===== src/rtl/cp0_pkg.sv =====
// CP0 shared definitions: register numbers, field positions and
// fixed vectors used by the arbiter and the register file.
package cp0_pkg;

  localparam logic [4:0] REG_SR    = 5'd12;
  localparam logic [4:0] REG_CAUSE = 5'd13;
  localparam logic [4:0] REG_EPC   = 5'd14;
  localparam logic [4:0] REG_PRID  = 5'd15;

  localparam int unsigned SR_IM_HI  = 15;
  localparam int unsigned SR_IM_LO  = 10;
  localparam int unsigned SR_EXL    = 1;
  localparam int unsigned SR_IE     = 0;
  localparam int unsigned CS_BD     = 31;
  localparam int unsigned CS_IP_HI  = 15;
  localparam int unsigned CS_IP_LO  = 10;
  localparam int unsigned CS_EXC_HI = 6;
  localparam int unsigned CS_EXC_LO = 2;

  localparam logic [4:0]  EXC_INT     = 5'd0;
  localparam logic [31:0] HANDLER_VEC = 32'h0000_4180;
  localparam logic [29:0] BUBBLE_PC   = 30'h300;
  localparam logic [31:0] PRID_VALUE  = 32'h4D49_5053;

endpackage


===== src/rtl/cp0_int_arbiter.sv =====
// Combinational arbitration of hardware interrupts against the
// synchronous exception carried by the MEM instruction.
module cp0_int_arbiter
  import cp0_pkg::*;
(
  input  logic [5:0] hwint_i,
  input  logic [5:0] im_i,
  input  logic       ie_i,
  input  logic       exl_i,
  input  logic       valid_i,
  input  logic [4:0] exc_code_m_i,
  output logic       int_pend_o,
  output logic       exc_pend_o,
  output logic       exc_req_o,
  output logic [4:0] exc_code_o
);

  assign int_pend_o = (|(hwint_i & im_i)) & ie_i & ~exl_i & valid_i;
  assign exc_pend_o = (exc_code_m_i != 5'd0) & ~exl_i & valid_i;
  assign exc_req_o  = int_pend_o | exc_pend_o;

  // Interrupt wins when both are pending on the same instruction.
  assign exc_code_o = int_pend_o ? EXC_INT : exc_code_m_i;

endmodule


===== src/rtl/cp0_unit.sv =====
// CP0 register file (SR, Cause, EPC, PRId) with exception entry,
// eret and mtc0 update at the MEM end of the pipeline.
module cp0_unit
  import cp0_pkg::*;
(
  input  logic        clk,
  input  logic        reset,
  input  logic [31:2] PC_M,
  input  logic [6:2]  ExcCode_M,
  input  logic        BD_M,
  input  logic        eret_M,
  input  logic        mtc0_M,
  input  logic [4:0]  CP0_addr,
  input  logic [31:0] CP0_Wdata,
  input  logic [5:0]  HWInt,
  output logic [31:0] CP0_RD,
  output logic [31:2] EPC_out,
  output logic        ExcReq
);

  logic [5:0]  im_q, im_d;
  logic        exl_q, exl_d;
  logic        ie_q, ie_d;
  logic        bd_q, bd_d;
  logic [5:0]  ip_q;
  logic [4:0]  exc_q, exc_d;
  logic [31:2] epc_q, epc_d;

  logic        valid_m;
  logic        int_pend;
  logic        exc_pend;
  logic [4:0]  exc_sel;
  logic        wr_en;

  assign valid_m = (PC_M != BUBBLE_PC);

  cp0_int_arbiter u_arb (
    .hwint_i      (HWInt),
    .im_i         (im_q),
    .ie_i         (ie_q),
    .exl_i        (exl_q),
    .valid_i      (valid_m),
    .exc_code_m_i (ExcCode_M),
    .int_pend_o   (int_pend),
    .exc_pend_o   (exc_pend),
    .exc_req_o    (ExcReq),
    .exc_code_o   (exc_sel)
  );

  assign wr_en = mtc0_M & valid_m & ~ExcReq;

  always_comb begin
    im_d  = im_q;
    exl_d = exl_q;
    ie_d  = ie_q;
    bd_d  = bd_q;
    exc_d = exc_q;
    epc_d = epc_q;
    if (ExcReq) begin
      exl_d = 1'b1;
      bd_d  = BD_M;
      exc_d = exc_sel;
      epc_d = BD_M ? (PC_M - 30'd1) : PC_M;
    end else begin
      if (eret_M && valid_m)
        exl_d = 1'b0;
      if (wr_en && CP0_addr == REG_SR) begin
        im_d  = CP0_Wdata[SR_IM_HI:SR_IM_LO];
        exl_d = CP0_Wdata[SR_EXL];
        ie_d  = CP0_Wdata[SR_IE];
      end
      if (wr_en && CP0_addr == REG_EPC)
        epc_d = CP0_Wdata[31:2];
    end
  end

  always_ff @(posedge clk) begin
    if (reset) begin
      im_q  <= '0;
      exl_q <= 1'b0;
      ie_q  <= 1'b0;
      bd_q  <= 1'b0;
      ip_q  <= '0;
      exc_q <= '0;
      epc_q <= '0;
    end else begin
      im_q  <= im_d;
      exl_q <= exl_d;
      ie_q  <= ie_d;
      bd_q  <= bd_d;
      ip_q  <= HWInt;
      exc_q <= exc_d;
      epc_q <= epc_d;
    end
  end

  always_comb begin
    CP0_RD = '0;
    unique case (CP0_addr)
      REG_SR: begin
        CP0_RD[SR_IM_HI:SR_IM_LO] = im_q;
        CP0_RD[SR_EXL]            = exl_q;
        CP0_RD[SR_IE]             = ie_q;
      end
      REG_CAUSE: begin
        CP0_RD[CS_BD]               = bd_q;
        CP0_RD[CS_IP_HI:CS_IP_LO]   = ip_q;
        CP0_RD[CS_EXC_HI:CS_EXC_LO] = exc_q;
      end
      REG_EPC:  CP0_RD = {epc_q, 2'b00};
      REG_PRID: CP0_RD = PRID_VALUE;
      default:  CP0_RD = '0;
    endcase
  end

  assign EPC_out = epc_q;

endmodule


===== config.mk =====
export PLATFORM = sky130hd
export DESIGN_NAME = cp0_unit
export DESIGN_NICKNAME = d
export VERILOG_FILES = /design/src/rtl/cp0_pkg.sv /design/src/rtl/cp0_int_arbiter.sv /design/src/rtl/cp0_unit.sv
export SDC_FILE = /design/constraint.sdc
export NUM_CORES = 1
export LEC_CHECK = 0
export CORE_MARGIN = 3
export CORE_UTILIZATION = 38
export DETAILED_ROUTE_END_ITERATION = 6
export PLACE_DENSITY = 0.78
export RECOVER_POWER = 100
export SLEW_MARGIN = 30
export SYNTH_ARGS = -nofsm -noshare
export SYNTH_HDL_FRONTEND = slang
export SYNTH_SLANG_ARGS = --single-unit

===== constraint.sdc =====
create_clock -name clk -period 2.5 [get_ports clk]
set_clock_uncertainty 0.1 [all_clocks]
set_input_delay 0.5 -clock clk [delete_from_list [all_inputs] [get_ports clk]]
set_output_delay 0.5 -clock clk [all_outputs]
set_load 0.02 [all_outputs]

# --- After elaboration in Yosys (flattened, before gate mapping) ---
# Cells that the tools add are included.
word_totals:
  mem_bits_rw: 0
  ff_bits: 50
  memories: 0
  mem_bits_ro: 0
  elab_cells: 45
  latch_bits: 0
  inputBits: 83
classes:
  div_mod_pow: 0
  addsub: 1
  multipliers: 0
  reduce_logical: 8
  n_bitwise: 11
  n_eq_ne: 5
  muxes: 13
  shifts: 0
  order_cmp: 0
op_table:
  columns: ["cell", "n"]
  rows:
  - ["$mux 30", 3]
  - ["$ne 30x10->1 const B", 1]
  - ["$pmux 15 s2", 1]
  - ["$sub 30x1->30 const B", 1]
  - ["$pmux 6 s4", 1]
  - ["$eq 5x4->1 const B", 4]
  - ["$pmux 5 s3", 1]
  - ["$and 1x1->1", 7]
  - ["$and 6x6->6", 1]
  - ["$reduce_or 6->1", 1]
  - ["$mux 5", 1]
  - ["$reduce_bool 5->1", 1]
  - ["$pmux 2 s2", 1]
  - ["$logic_and 1x1->1", 3]
  - ["$mux 1", 3]
  - ["$mux 3", 1]
  - ["$reduce_bool 3->1", 1]
  - ["$not 1->1", 2]
  - ["$pmux 1 s2", 1]
  - ["$reduce_and 2->1", 1]
  - ["$reduce_bool 2->1", 1]
  - ["$or 1x1->1", 1]

# --- Logic depth before layout (Yosys ltp) ---
depth:
  ltp_word: 11
  ltp_mapped: 11
  ltp_nobuf: 9

# --- Modules after synthesis ---
# A second synthesis with hierarchy kept.
hier_totals:
  cells_unflattened: 411
  hier_area_um2: 3273.1
modules_own_cells:
  columns: ["mod", "area_each_um2", "n_inst", "cells_each"]
  rows:
  - ["cp0_unit", 3145.5, 1, 396]
  - ["cp0_int_arbiter", 127.6, 1, 15]

# --- Worst setup path before layout ---
# OpenSTA, ideal clock, no wires.
synth_path:
  path_kind: "input -> output"
  startpoint: "input port PC_M[15] (netlist bit)"
  endpoint: "output port ExcReq"
  n_path_buf: 2
  slack_ns: -0.063
  arrival_ns: 1.963
  stages: 7
  path_cell_list: "or4_4 > nor4b_2 > and4_1 > buf_4 > or2b_1 > buf_4 > inv_2"
synth_via:
  elab_chain_len: 3
  elab_cells_between_ends: 4
  classes_between: "eq/ne (1); bitwise (3)"
synth_rtl:
  columns: ["item", "line_no", "rtl"]
  rows:
  - ["start: declaration", "cp0_unit.sv:8", "input logic [31:2] PC_M,"]
  - ["$ne 30x10->1 *", "cp0_unit.sv:35", "assign valid_m = (PC_M != BUBBLE_PC);"]
  - ["$and 1x1->1 (on tied branches)", "cp0_int_arbiter.sv:18, cp0_int_arbiter.sv:19", null]
  - ["$or 1x1->1 *", "cp0_int_arbiter.sv:20", "assign exc_req_o = int_pend_o | exc_pend_o;"]
  - ["end: declaration", "cp0_unit.sv:18", "output logic ExcReq"]
# Mark *: on every way between the ends. The rest lies on a longest branch, timed or not.

# --- Worst setup path after layout ---
layout_path:
  startpoint: "input port PC_M[17] (netlist bit)"
  endpoint: "output port ExcReq"
# Same word-level chain as after synthesis.

==> report_table.html <==
<table>
<tr><th>Metric</th><th>Value</th></tr>
<tr><th colspan="2">Worst setup path</th></tr>
<tr><td>Worst Setup End Kind</td><td>output pin</td></tr>
<tr><td>Endpoint of the most critical register-to-register path</td><td>EPC_out[4]</td></tr>
<tr><td>Logic depth of the worst register-to-register path</td><td>9</td></tr>
<tr><td>Arrival time at the worst endpoint</td><td>2.03 ns</td></tr>
<tr><td>Worst r2r src</td><td>im_q[0]</td></tr>
<tr><td>Flop2flop setup slack</td><td>0.21 ns</td></tr>
<tr><td>Critical path launch point type</td><td>input port</td></tr>
<tr><td>Setup Crit Path Kind</td><td>in2out</td></tr>
<tr><td>Crit path required time</td><td>1.90 ns</td></tr>
<tr><td>Critical path fanouts, max</td><td>2</td></tr>
<tr><th colspan="2">Floorplan</th></tr>
<tr><td>Die X-Extent</td><td>96.1 um</td></tr>
<tr><td>Area of the core</td><td>7810 um2</td></tr>
<tr><td>Row count</td><td>32</td></tr>
<tr><td>Number of I/O pins</td><td>146</td></tr>
<tr><td>Effective utilization at floorplan</td><td>39.5%</td></tr>
<tr><td>Die boundary height</td><td>96.1 um</td></tr>
<tr><td>Area of the die</td><td>9230 um2</td></tr>
<tr><th colspan="2">Timing</th></tr>
<tr><td>Maximum frequency from static timing analysis</td><td>381 MHz</td></tr>
<tr><td>Setup repair after global routing missed its margin</td><td>yes</td></tr>
<tr><td>Slew HR</td><td>24.6%</td></tr>
<tr><td>Final number of max-transition violations</td><td>0</td></tr>
<tr><td>Time the worst path needs with I/O delays and setup</td><td>2.63 ns</td></tr>
<tr><td>Slew at the pin closest to its max-slew limit</td><td>1.13 ns</td></tr>
<tr><td>Final Hold Fails</td><td>0</td></tr>
<tr><td>Fin crit share</td><td>105%</td></tr>
<tr><td>Setup violators final</td><td>3</td></tr>
<tr><td>Slack of the critical path</td><td>-0.128 ns</td></tr>
<tr><th colspan="2">Power</th></tr>
<tr><td>Total design power</td><td>2150 uW</td></tr>
<tr><td>Leak Pwr</td><td>0.00258 uW</td></tr>
<tr><td>Pwr per Cell Area</td><td>381 nW/um2</td></tr>
<tr><td>Max rail drop VDD</td><td>308 uV</td></tr>
<tr><th colspan="2">Clock tree</th></tr>
<tr><td>Buffer cell driving the clock tree root</td><td>sky130_fd_sc_hd__clkbuf_8</td></tr>
<tr><td>Clock latency of the later-clocked register in the worst-skew pair</td><td>0.31 ns</td></tr>
<tr><td>Total clock sinks</td><td>50</td></tr>
<tr><td>Clock tree buffer depth</td><td>2</td></tr>
<tr><td>Number of buffers added by the clock tree synthesis step</td><td>5</td></tr>
<tr><td>CTS H-tree lvls</td><td>2</td></tr>
<tr><td>CTS tree</td><td>yes</td></tr>
<tr><td>Clock edge transition at the registers on the reported setup and hold paths</td><td>0.10 ns</td></tr>
<tr><th colspan="2">Worst hold path</th></tr>
<tr><td>Worst Hold Depth</td><td>2</td></tr>
<tr><td>HP Class</td><td>reg2reg</td></tr>
<tr><td>Worst min-delay path endpoint</td><td>exc_q[4]</td></tr>
<tr><td>Startpoint of the tightest hold check path</td><td>exc_q[4]</td></tr>
<tr><th colspan="2">GRT</th></tr>
<tr><td>Final global-route overflow total</td><td>0</td></tr>
<tr><td>Number of global-route vias before repair</td><td>3675</td></tr>
<tr><td>Met2 Usage GRT</td><td>44.0%</td></tr>
<tr><td>GRT busiest layer</td><td>met2</td></tr>
<tr><td>Largest net degree at the start of global routing</td><td>32</td></tr>
<tr><td>Global routing usage on met1</td><td>31.7%</td></tr>
<tr><td>Met3 global-route usage</td><td>4.46%</td></tr>
<tr><td>Antenna violations before repair</td><td>0</td></tr>
<tr><td>Global-route usage over all layers</td><td>25.0%</td></tr>
<tr><td>Wire length of the first global-routing pass</td><td>18.2 mm</td></tr>
<tr><th colspan="2">Layout</th></tr>
<tr><td>Number of fill cells in the layout</td><td>581</td></tr>
<tr><td>Fraction of final layout cells with drive strength greater than 1</td><td>33.4%</td></tr>
<tr><td>Area occupied by multi-input gates</td><td>2170 um2</td></tr>
<tr><td>Storage cell area</td><td>1000 um2</td></tr>
<tr><td>Number of nets in the finished design</td><td>697</td></tr>
<tr><td>Area grow syn2layout</td><td>82.9%</td></tr>
<tr><td>Count of antenna diodes in the layout</td><td>0</td></tr>
<tr><th colspan="2">Yosys</th></tr>
<tr><td>Synth Flop Type</td><td>sky130_fd_sc_hd__dfxtp_1</td></tr>
<tr><td>Count of flip-flops with a built-in enable after synthesis</td><td>0</td></tr>
<tr><td>Dominant cells by area after synthesis</td><td>sky130_fd_sc_hd__dfxtp_1, sky130_fd_sc_hd__nor2_1, sky130_fd_sc_hd__a221o_1, sky130_fd_sc_hd__xor2_1, sky130_fd_sc_hd__nand2_1</td></tr>
<tr><td>Number of unique standard cell types used by synthesis</td><td>50</td></tr>
<tr><td>Yosys top cell by area</td><td>sky130_fd_sc_hd__dfxtp_1</td></tr>
<tr><td>Share of flip-flops with an asynchronous set or reset after synthesis</td><td>0%</td></tr>
<tr><td>Synthesized net count</td><td>463</td></tr>
<tr><td>Area share of the largest cell type after synthesis</td><td>32.5%</td></tr>
<tr><td>Total of flip-flops plus latches after synthesis</td><td>50</td></tr>
<tr><td>Mapped Area</td><td>3080 um2</td></tr>
<tr><td>Proportion of synthesized chip area in sequential cells</td><td>32.5%</td></tr>
<tr><td>Post-synthesis area per instance</td><td>8.15 um2</td></tr>
<tr><td>Synth warn</td><td>0</td></tr>
<tr><td>Post-synthesis instance total</td><td>378</td></tr>
<tr><th colspan="2">Routing</th></tr>
<tr><td>Total wire length after detailed routing</td><td>12.3 mm</td></tr>
<tr><td>DR iter-0 viols</td><td>160</td></tr>
<tr><td>WL per Instance</td><td>17.2 um</td></tr>
<tr><td>Number of vias per cell</td><td>5.31</td></tr>
<tr><td>Drc violations</td><td>0</td></tr>
<tr><td>Number of antenna-violating nets in the routed design</td><td>0</td></tr>
<tr><td>First-pass iteration count of the detailed router</td><td>4</td></tr>
<tr><td>Vias post-DR</td><td>3799</td></tr>
<tr><th colspan="2">Flow run</th></tr>
<tr><td>Number of maximum-capacitance constraint violations</td><td>0</td></tr>
<tr><th colspan="2">Outcome</th></tr>
<tr><td>Run status</td><td>complete, but fails checks</td></tr>
<tr><td>Violated checks</td><td>setup timing</td></tr>
<tr><th colspan="2">Placed design</th></tr>
<tr><td>Pre-CTS setup slack</td><td>-0.955 ns</td></tr>
<tr><td>HPWL Detailed</td><td>9.11 mm</td></tr>
<tr><td>Weighted congestion reported at the end of routability-driven placement</td><td>0.803</td></tr>
<tr><td>Number of buffers inserted by port buffering</td><td>145</td></tr>
</table>
-- cell usage after synthesis (3+ instances only) --
cell / n
sky130_fd_sc_hd__nand2_1: 34
sky130_fd_sc_hd__a22oi_1: 7
sky130_fd_sc_hd__o22ai_1: 3
sky130_fd_sc_hd__nand4b_1: 3
sky130_fd_sc_hd__clkbuf_1: 13
sky130_fd_sc_hd__nor4_1: 4
sky130_fd_sc_hd__a311oi_2: 8
sky130_fd_sc_hd__xnor2_1: 11
sky130_fd_sc_hd__nand3b_1: 4
sky130_fd_sc_hd__xor2_1: 16
sky130_fd_sc_hd__nand3_1: 9
sky130_fd_sc_hd__and2_1: 11
sky130_fd_sc_hd__nor3_1: 9
sky130_fd_sc_hd__nor2b_1: 10
sky130_fd_sc_hd__nor2_1: 72
sky130_fd_sc_hd__mux2i_1: 12
sky130_fd_sc_hd__buf_4: 4
sky130_fd_sc_hd__buf_2: 4
sky130_fd_sc_hd__o21ai_0: 12
sky130_fd_sc_hd__o221a_2: 3
sky130_fd_sc_hd__a221o_1: 17
sky130_fd_sc_hd__or4_1: 6
sky130_fd_sc_hd__dfxtp_1: 50
sky130_fd_sc_hd__a21oi_1: 19
sky130_fd_sc_hd__nand2b_1: 4
sky130_fd_sc_hd__inv_1: 4
-- flip-flops by register name, summed over array words and instances (netlist names) --
name     cells
im_q         6
EPC_out     30
ie_q         1
exc_q        5
ip_q         6
exl_q        1
bd_q         1
-- where the power goes --
| part | leakage (uW) | switching (uW) | internal [uW] |
|---|---|---|---|
| combinational | 0.00212 | 314 | 352 |
| sequential | 0.000414 | 42.6 | 853 |
| clock | 0.0000514 | 285 | 299 |
| total | 0.00258 | 642 | 1500 |
-- stage by stage --
step	utilization [%]	instance area (um2)	hold slack (ns)	instances	setup TNS (ns)
floorplan	-	3090	0.329	378	-0.226
global placement	67.2	5250	0.338	690	-38.24
detailed placement	67.2	5250	0.343	690	-41.06
CTS	70.0	5460	0.357	708	-1.07
global route	72.2	5640	0.374	715	-1.22
finish	72.2	5640	0.358	715	-0.131
-- worst max path at each step --
stage,start,to,slack [ns],cells after the start
3_3_place_gp,PC_M[15],ExcReq,-0.91,7
6_report,PC_M[17],ExcReq,-0.13,7
4_1_cts,PC_M[12],ExcReq,-0.21,7
5_1_grt,PC_M[14],ExcReq,-0.18,7
2_1_floorplan,PC_M[15],ExcReq,-0.06,7
3_5_place_dp,PC_M[15],ExcReq,-0.95,7
-- cells by family (layout without fill, tap and decap cells) --
logic type | Yosys count | after routing | share of synthesized area [%]
and+or+nand+nor | 182 | 182 | 30.5
adders and majority gates | 2 | 2 | 0.812
DFF | 50 | 50 | 32.5
buffers and inverters | 28 | 263 | 4.55
AOI/OAI and AO/OA | 75 | 75 | 19.3
muxes | 14 | 14 | 4.63
xor gates and xnor gates | 27 | 27 | 7.67
-- cell type report --
| type | count | area share, % |
|---|---|---|
| clock inverters | 2 | 0.666 |
| multi-input cells | 300 | 38.5 |
| inverters | 5 | 0.422 |
| clock buffers | 6 | 1.29 |
| repair buffers | 250 | 39.1 |
| flip-flops and latches | 50 | 17.8 |
| well taps | 102 | 2.26 |
-- worst max-delay path: stages --
cell and delay, ns:
sky130_fd_sc_hd__buf_6 0.10, sky130_fd_sc_hd__or4_4 0.55, sky130_fd_sc_hd__nor4b_4 0.32, sky130_fd_sc_hd__and4_4 0.26
sky130_fd_sc_hd__or2b_4 0.14, sky130_fd_sc_hd__inv_6 0.03, sky130_fd_sc_hd__buf_6 0.12
-- placed cells by master (no fill, tap or decap), drive strengths merged, types with 5 or more instances in the layout --
cell type / synthesis / layout
or4: 7 / 7
and2: 11 / 11
nor2b: 10 / 10
o21ai: 13 / 13
a21oi: 19 / 19
nor3: 9 / 9
xor2: 16 / 16
inv: 5 / 5
a221o: 17 / 17
buf: 10 / 126
nand3: 9 / 9
dlymetal6s2s: 0 / 19
dlygate4sd3: 0 / 30
dlygate4sd2: 0 / 11
a22oi: 7 / 7
a311oi: 8 / 8
clkbuf: 13 / 19
dfxtp: 50 / 50
nand2: 34 / 34
nor4: 6 / 6
clkdlybuf4s15: 0 / 6
xnor2: 11 / 11
mux2i: 12 / 12
clkdlybuf4s50: 0 / 45
nor2: 73 / 73
-- what timing repair did --
action | CTS | global route
pin swaps | 17 | 30
setup endpoints to repair | 76 | 65
gates cloned | 2 | 1
resized for setup | 148 | 90
setup buffers | 9 | 8
hold buffers | 0 | 0
-- routing by layer --
layer	vias to the layer above	routed length, um	part of all wire, %
li1	1819	-	-
met1	1815	4860	40
met2	147	6330	52
met3	18	913	7.4
met4	0	166	1.4
met5	-	0	0
Power figures use the tool's default switching activity.
